$ cat src/rtl/playback_sequencer.sv
// playback_sequencer
//   Steps the note memory address through the stored notes at a fixed tempo.
//   Each note is a LOAD phase (memory read settles, tone muted), a PLAY phase
//   (tone sounds) and an optional muted GAP phase. All outputs are registered.
//
// Ports
//   clk          system clock
//   reset        synchronous, active-high reset
//   start        start-playback request (ignored while busy or num_notes==0)
//   stop         abort request; wins over start
//   loop         wrap to note 0 after the last note (sampled at end of note)
//   num_notes    number of stored notes, clamped to 16
//   ld_play      high while playing; selects playback addressing
//   note_counter memory address of the current note
//   next_note_en one-cycle pulse whenever note_counter is (re)loaded
//   mute         high when no tone may sound
//   busy         high in any state other than IDLE
//   done         one-cycle pulse on normal completion
module playback_sequencer #(
   parameter int unsigned NOTE_TICKS = 12_500_000,
   parameter int unsigned GAP_TICKS  = 1_250_000,
   parameter int unsigned LOAD_TICKS = 2
) (
   input  logic       clk,
   input  logic       reset,
   input  logic       start,
   input  logic       stop,
   input  logic       loop,
   input  logic [4:0] num_notes,
   output logic       ld_play,
   output logic [3:0] note_counter,
   output logic       next_note_en,
   output logic       mute,
   output logic       busy,
   output logic       done
);

   typedef enum logic [1:0] {IDLE, LOAD, PLAY, GAP} state_t;

   localparam logic [31:0] LOAD_LAST = 32'(LOAD_TICKS - 1);
   localparam logic [31:0] NOTE_LAST = 32'(NOTE_TICKS - 1);
   // GAP_LAST is only meaningful when a gap exists; guard the underflow.
   localparam logic [31:0] GAP_LAST  = 32'((GAP_TICKS == 0) ? 0 : GAP_TICKS - 1);
   localparam bit          HAS_GAP   = (GAP_TICKS != 0);

   state_t      state, state_d;
   logic [31:0] tick;
   logic [4:0]  len, len_d;
   logic [3:0]  cnt_d;
   logic        nne_d, done_d, eon;

   always_comb begin
      state_d = state;
      cnt_d   = note_counter;
      len_d   = len;
      nne_d   = 1'b0;
      done_d  = 1'b0;
      eon     = 1'b0;
      case (state)
         IDLE: if (start && !stop && num_notes != 5'd0) begin
            state_d = LOAD;
            cnt_d   = 4'd0;
            nne_d   = 1'b1;
            len_d   = (num_notes > 5'd16) ? 5'd16 : num_notes;
         end
         LOAD: if (tick == LOAD_LAST) state_d = PLAY;
         PLAY: if (tick == NOTE_LAST) begin
            if (HAS_GAP) state_d = GAP;
            else         eon     = 1'b1;
         end
         GAP:  if (tick == GAP_LAST) eon = 1'b1;
         default: state_d = IDLE;
      endcase

      // End of note: advance, wrap when looping, or finish.
      if (eon) begin
         if ({1'b0, note_counter} + 5'd1 < len) begin
            state_d = LOAD;
            cnt_d   = note_counter + 4'd1;
            nne_d   = 1'b1;
         end else if (loop) begin
            state_d = LOAD;
            cnt_d   = 4'd0;
            nne_d   = 1'b1;
         end else begin
            state_d = IDLE;
            done_d  = 1'b1;
         end
      end

      // Abort overrides everything; the address is left where it was.
      if (state != IDLE && stop) begin
         state_d = IDLE;
         cnt_d   = note_counter;
         nne_d   = 1'b0;
         done_d  = 1'b0;
      end
   end

   always_ff @(posedge clk) begin
      if (reset) begin
         state        <= IDLE;
         tick         <= '0;
         len          <= '0;
         note_counter <= '0;
         ld_play      <= 1'b0;
         next_note_en <= 1'b0;
         mute         <= 1'b1;
         busy         <= 1'b0;
         done         <= 1'b0;
      end else begin
         state        <= state_d;
         // Tick counts cycles spent in the current state; cleared on entry.
         tick         <= (state_d != state) ? 32'd0 : tick + 32'd1;
         len          <= len_d;
         note_counter <= cnt_d;
         ld_play      <= (state_d != IDLE);
         busy         <= (state_d != IDLE);
         mute         <= (state_d != PLAY);
         next_note_en <= nne_d;
         done         <= done_d;
      end
   end

endmodule

$ cat config.mk
export PLATFORM = sky130hd
export DESIGN_NAME = playback_sequencer
export DESIGN_NICKNAME = d
export VERILOG_FILES = /design/src/rtl/playback_sequencer.sv
export SDC_FILE = /design/constraint.sdc
export NUM_CORES = 1
export LEC_CHECK = 0
export CORE_MARGIN = 5
export CORE_UTILIZATION = 59
export DETAILED_ROUTE_END_ITERATION = 10
export GPL_TIMING_DRIVEN = 0
export PLACE_DENSITY = 0.9
export SYNTH_ARGS = -nofsm -noshare
export SYNTH_HDL_FRONTEND = slang
export SYNTH_SLANG_ARGS = --single-unit
$ cat constraint.sdc
create_clock -name clk -period 2.5 [get_ports clk]
set_input_delay 0.25 -clock clk [delete_from_list [all_inputs] [get_ports clk]]
set_output_delay 0.25 -clock clk [all_outputs]
set_load 0.02 [all_outputs]
==> results.py <==
metrics = {
    "cts": {
        "clk_latency_ps": 310,
        "holdBufCountCts": 0,
        "numCtsBuffers": 5,
        "cts_root_buf": "clkbuf_8",
        "h-tree-depth": 2,
        "clk_pin_slew_ps": 90,
        "cts_tree": "built",
        "clk_path_buf_depth": 2,
        "cts.sinks": 47,
    },
    "synthesis": {
        "synth.cell_area_um2": 2830,
        "post_synth.cell_area_avg_um2": 8.67,
        "async_flop_share_pct": 0,
        "ys_ff_latch": 47,
        "seq_area_frac_synth_pct": 33.2,
        "synthFlopType": "dfxtp_1",
        "syn_inst": 327,
        "synth_cell_types": 58,
        "yosys_warnings": 0,
        "synthesis.nets": 344,
        "synth_edf_count": 0,
    },
    "worst_setup_path": {
        "r2r_cells": 6,
        "crit_fanout": 10,
        "crit_cells": 6,
        "worst_ep_required_time_ps": 2690,
        "reg2reg_to": "tick[25]",
        "cpLargestDelayFamily": "simple AND/OR/NAND/NOR gates",
        "r2r_slack_ps": 40,
        "worstPathArrival_ps": 2650,
        "critPathCaptureType": "flop",
        "path_class": "reg2reg",
        "timing.critical_path.cells": "or4_4 > nor3_2 > a41oi_1 > o21ai_2 > buf_2 > a21oi_2",
        "crit_path_start_kind": "flop",
        "path_buf_inv": 1,
        "r2r_start": "tick[29]",
        "critPathMaxStageDelay_ps": 590,
        "crit_path_top_delay_cell": "or4_4",
    },
    "route": {
        "antenna_left": 0,
        "drc": 0,
        "via_count": 2794,
        "via_per_inst": 6.83,
        "first_iter_violations": 420,
        "first_pass_iters": 5,
        "drt-total-wl_mm": 7.54,
        "wire_per_inst_um": 18.4,
    },
    "power": {
        "p_sw_share_pct": 24.8,
        "p_total_mw": 1.53,
        "combPwrFrac_pct": 11.2,
        "power.leakage_nw": 1.13,
        "p_clk_share_pct": 38.5,
        "peakVddDrop_v": 0.000331,
        "p_per_area_nw_per_um2": 469,
        "p_int_mw": 1.15,
        "p_sw_uw": 379,
        "seq_power_share_pct": 50.3,
    },
    "timing": {
        "hold_violations": 0,
        "maxSlewHeadroom_pct": 57.4,
        "drv_slew": 0,
        "hold_ws_ps": 463,
        "fin_tns_setup_ps": 0,
        "timing.final.crit_period_ps": 2460,
        "finalCritPeriodShare_pct": 98.4,
        "fin_worst_skew_ps": 10.5,
        "tightest_slew_ps": 632,
        "max_freq_ghz": 0.406,
        "setup_violations": 0,
    },
    "floorplan": {
        "rows": 25,
        "die_h_um": 79.3,
        "die_x_um": 79.3,
        "die_area_um2": 6290,
        "core-area_um2": 4690,
        "ioPinCount": 19,
        "start_util_pct": 60.4,
    },
    "layout": {
        "n_antenna_cell": 0,
        "fin_area_um2": 3260,
        "nNetsFinal": 371,
        "fill_cells": 366,
        "layout.cells.non_filler": 409,
        "drive_gt1_share_pct": 19.2,
        "syn2layout_area_growth_pct": 15.1,
    },
    "outcome": {
        "outcome": "finished, final reports clean",
    },
    "job": {
        "maxCapViolations": 0,
    },
    "hold_path": {
        "whs_path_depth": 2,
        "hp-start": "len[0]",
        "hold_path.class": "reg2reg",
        "min_to": "len[0]",
    },
    "grt": {
        "grt_pass1_wl_mm": 12.2,
        "grt_max_degree": 15,
        "grt_use_total_pct": 24.5,
        "grt_pass1_vias": 2526,
        "antenna_found_initial": 0,
        "grt_overflow": 0,
    },
    "placed_design": {
        "dp_hpwl_mm": 5.11,
        "dp_cells": 399,
        "placed_area_um2": 3080,
        "place_congestion": 0.930,
        "portBuffers": 18,
    },
}
## area by class of cell
type / count / area, um^2 / share of cell area (%)
well taps: 54 / 67.6 / 2.07
repair buffers: 20 / 208 / 6.37
clock buffers: 6 / 82.6 / 2.53
multi-input cells: 249 / 1750 / 53.7
flip-flops and latches: 47 / 945 / 29.0
plain buffers: 22 / 139 / 4.26
inverters: 9 / 33.8 / 1.04
clock inverters: 2 / 35.0 / 1.07
## power groups by stage
stage,clock network (mW),registers [mW],logic [mW]
after floorplan,0,0.787,0.100
after global placement,0,0.786,0.152
after detailed placement,0,0.786,0.155
after CTS,0.593,0.769,0.160
after global routing,0.632,0.771,0.183
final,0.589,0.769,0.171
## cells by family (layout without fill, tap and decap cells)
logic type	Yosys count	in the layout	share of synthesized area, %
adder cells (fa/ha/maj)	7	7	3.09
AND/OR/NAND/NOR	132	132	28.3
multiplexers	1	1	0.530
buffers and inverters	31	59	5.92
XOR/XNOR	14	14	4.33
AO/OA/AOI/OAI	95	95	24.7
flip-flops	47	47	33.2
## cells in the mapped netlist, types with 5 or more instances
master	count	area, um^2
xor2_1	9	78.8
dfxtp_1	47	941
o31a_1	11	96.3
o21ai_0	18	90.1
nor3_1	8	40.0
ha_1	7	87.6
nand2_1	29	109
a21oi_2	20	175
nand3_1	12	60.1
clkbuf_1	6	22.5
nand4_1	13	81.3
inv_1	9	33.8
a21oi_1	18	90.1
xnor2_1	5	43.8
nor4_1	16	100
nor2_1	11	41.3
and3_1	6	37.5
o21a_1	8	60.1
buf_2	6	30.0
## worst register-to-register path, cell delays in order, from the launching register on
cell and delay, ps:
dfxtp_1 360, or4_4 590, nor3_2 360, a41oi_1 220, o21ai_2 340, buf_2 390
a21oi_2 100
## metal layers
layer	global-route usage, %	wire length, um
met1	32.2	3240
met2	38.2	3480
met4	11.5	201
met3	4.88	609
met5	0	0
## through the flow
step	setup WS [ps]	util (%)
2_1_floorplan	156	-
3_3_place_gp	-139	65.7
3_5_place_dp	-213	65.7
4_1_cts	35.1	68.6
5_1_grt	-28.7	69.5
6_report	39.7	69.5
## registers in the layout, indices dropped and copies added (netlist names)
name and flops:
tick 32, len 5, note_counter 4, state 2
busy 1, done 1, mute 1, next_note_en 1
## placed cells by master, fill, tap and decap left out, types with 3 or more instances in the layout
cell type,synthesis,layout
dfxtp_1,47,46
nand2_1,29,29
a21oi_2,20,20
o21ai_0,18,18
a21oi_1,18,18
clkdlybuf4s50_1,0,18
nor4_1,16,16
nand4_1,13,13
nand3_1,12,11
nor2_1,11,11
o31a_1,11,11
inv_1,9,9
xor2_1,9,9
nor3_1,8,8
o21a_1,8,8
and3_1,6,6
buf_2,6,6
clkbuf_1,6,6
ha_1,7,6
clkbuf_8,0,6
xnor2_1,5,5
or3_1,4,4
or4_1,4,4
and4_1,4,4
nand3b_1,4,4
or4_4,3,3
buf_4,2,3
buf_6,4,3
nand2b_1,3,3
a41oi_1,4,3
## worst max-delay path by stage
stage	start	to	slack (ps)
4_1_cts	tick[29]	tick[25]	40
5_1_grt	tick[29]	tick[20]	-30
3_5_place_dp	stop	tick[20]	-210
3_3_place_gp	stop	tick[25]	-140
6_report	tick[29]	tick[25]	40
2_1_floorplan	note_counter[0]	note_counter[0]	160
## timing repair
item                       CTS  global route
setup buffers                1             1
gates cloned                 0             0
setup endpoints to repair   28            35
pin swaps                    1             3
resized for setup            0             9
Note: power is estimated with default switching activity, not from simulation.
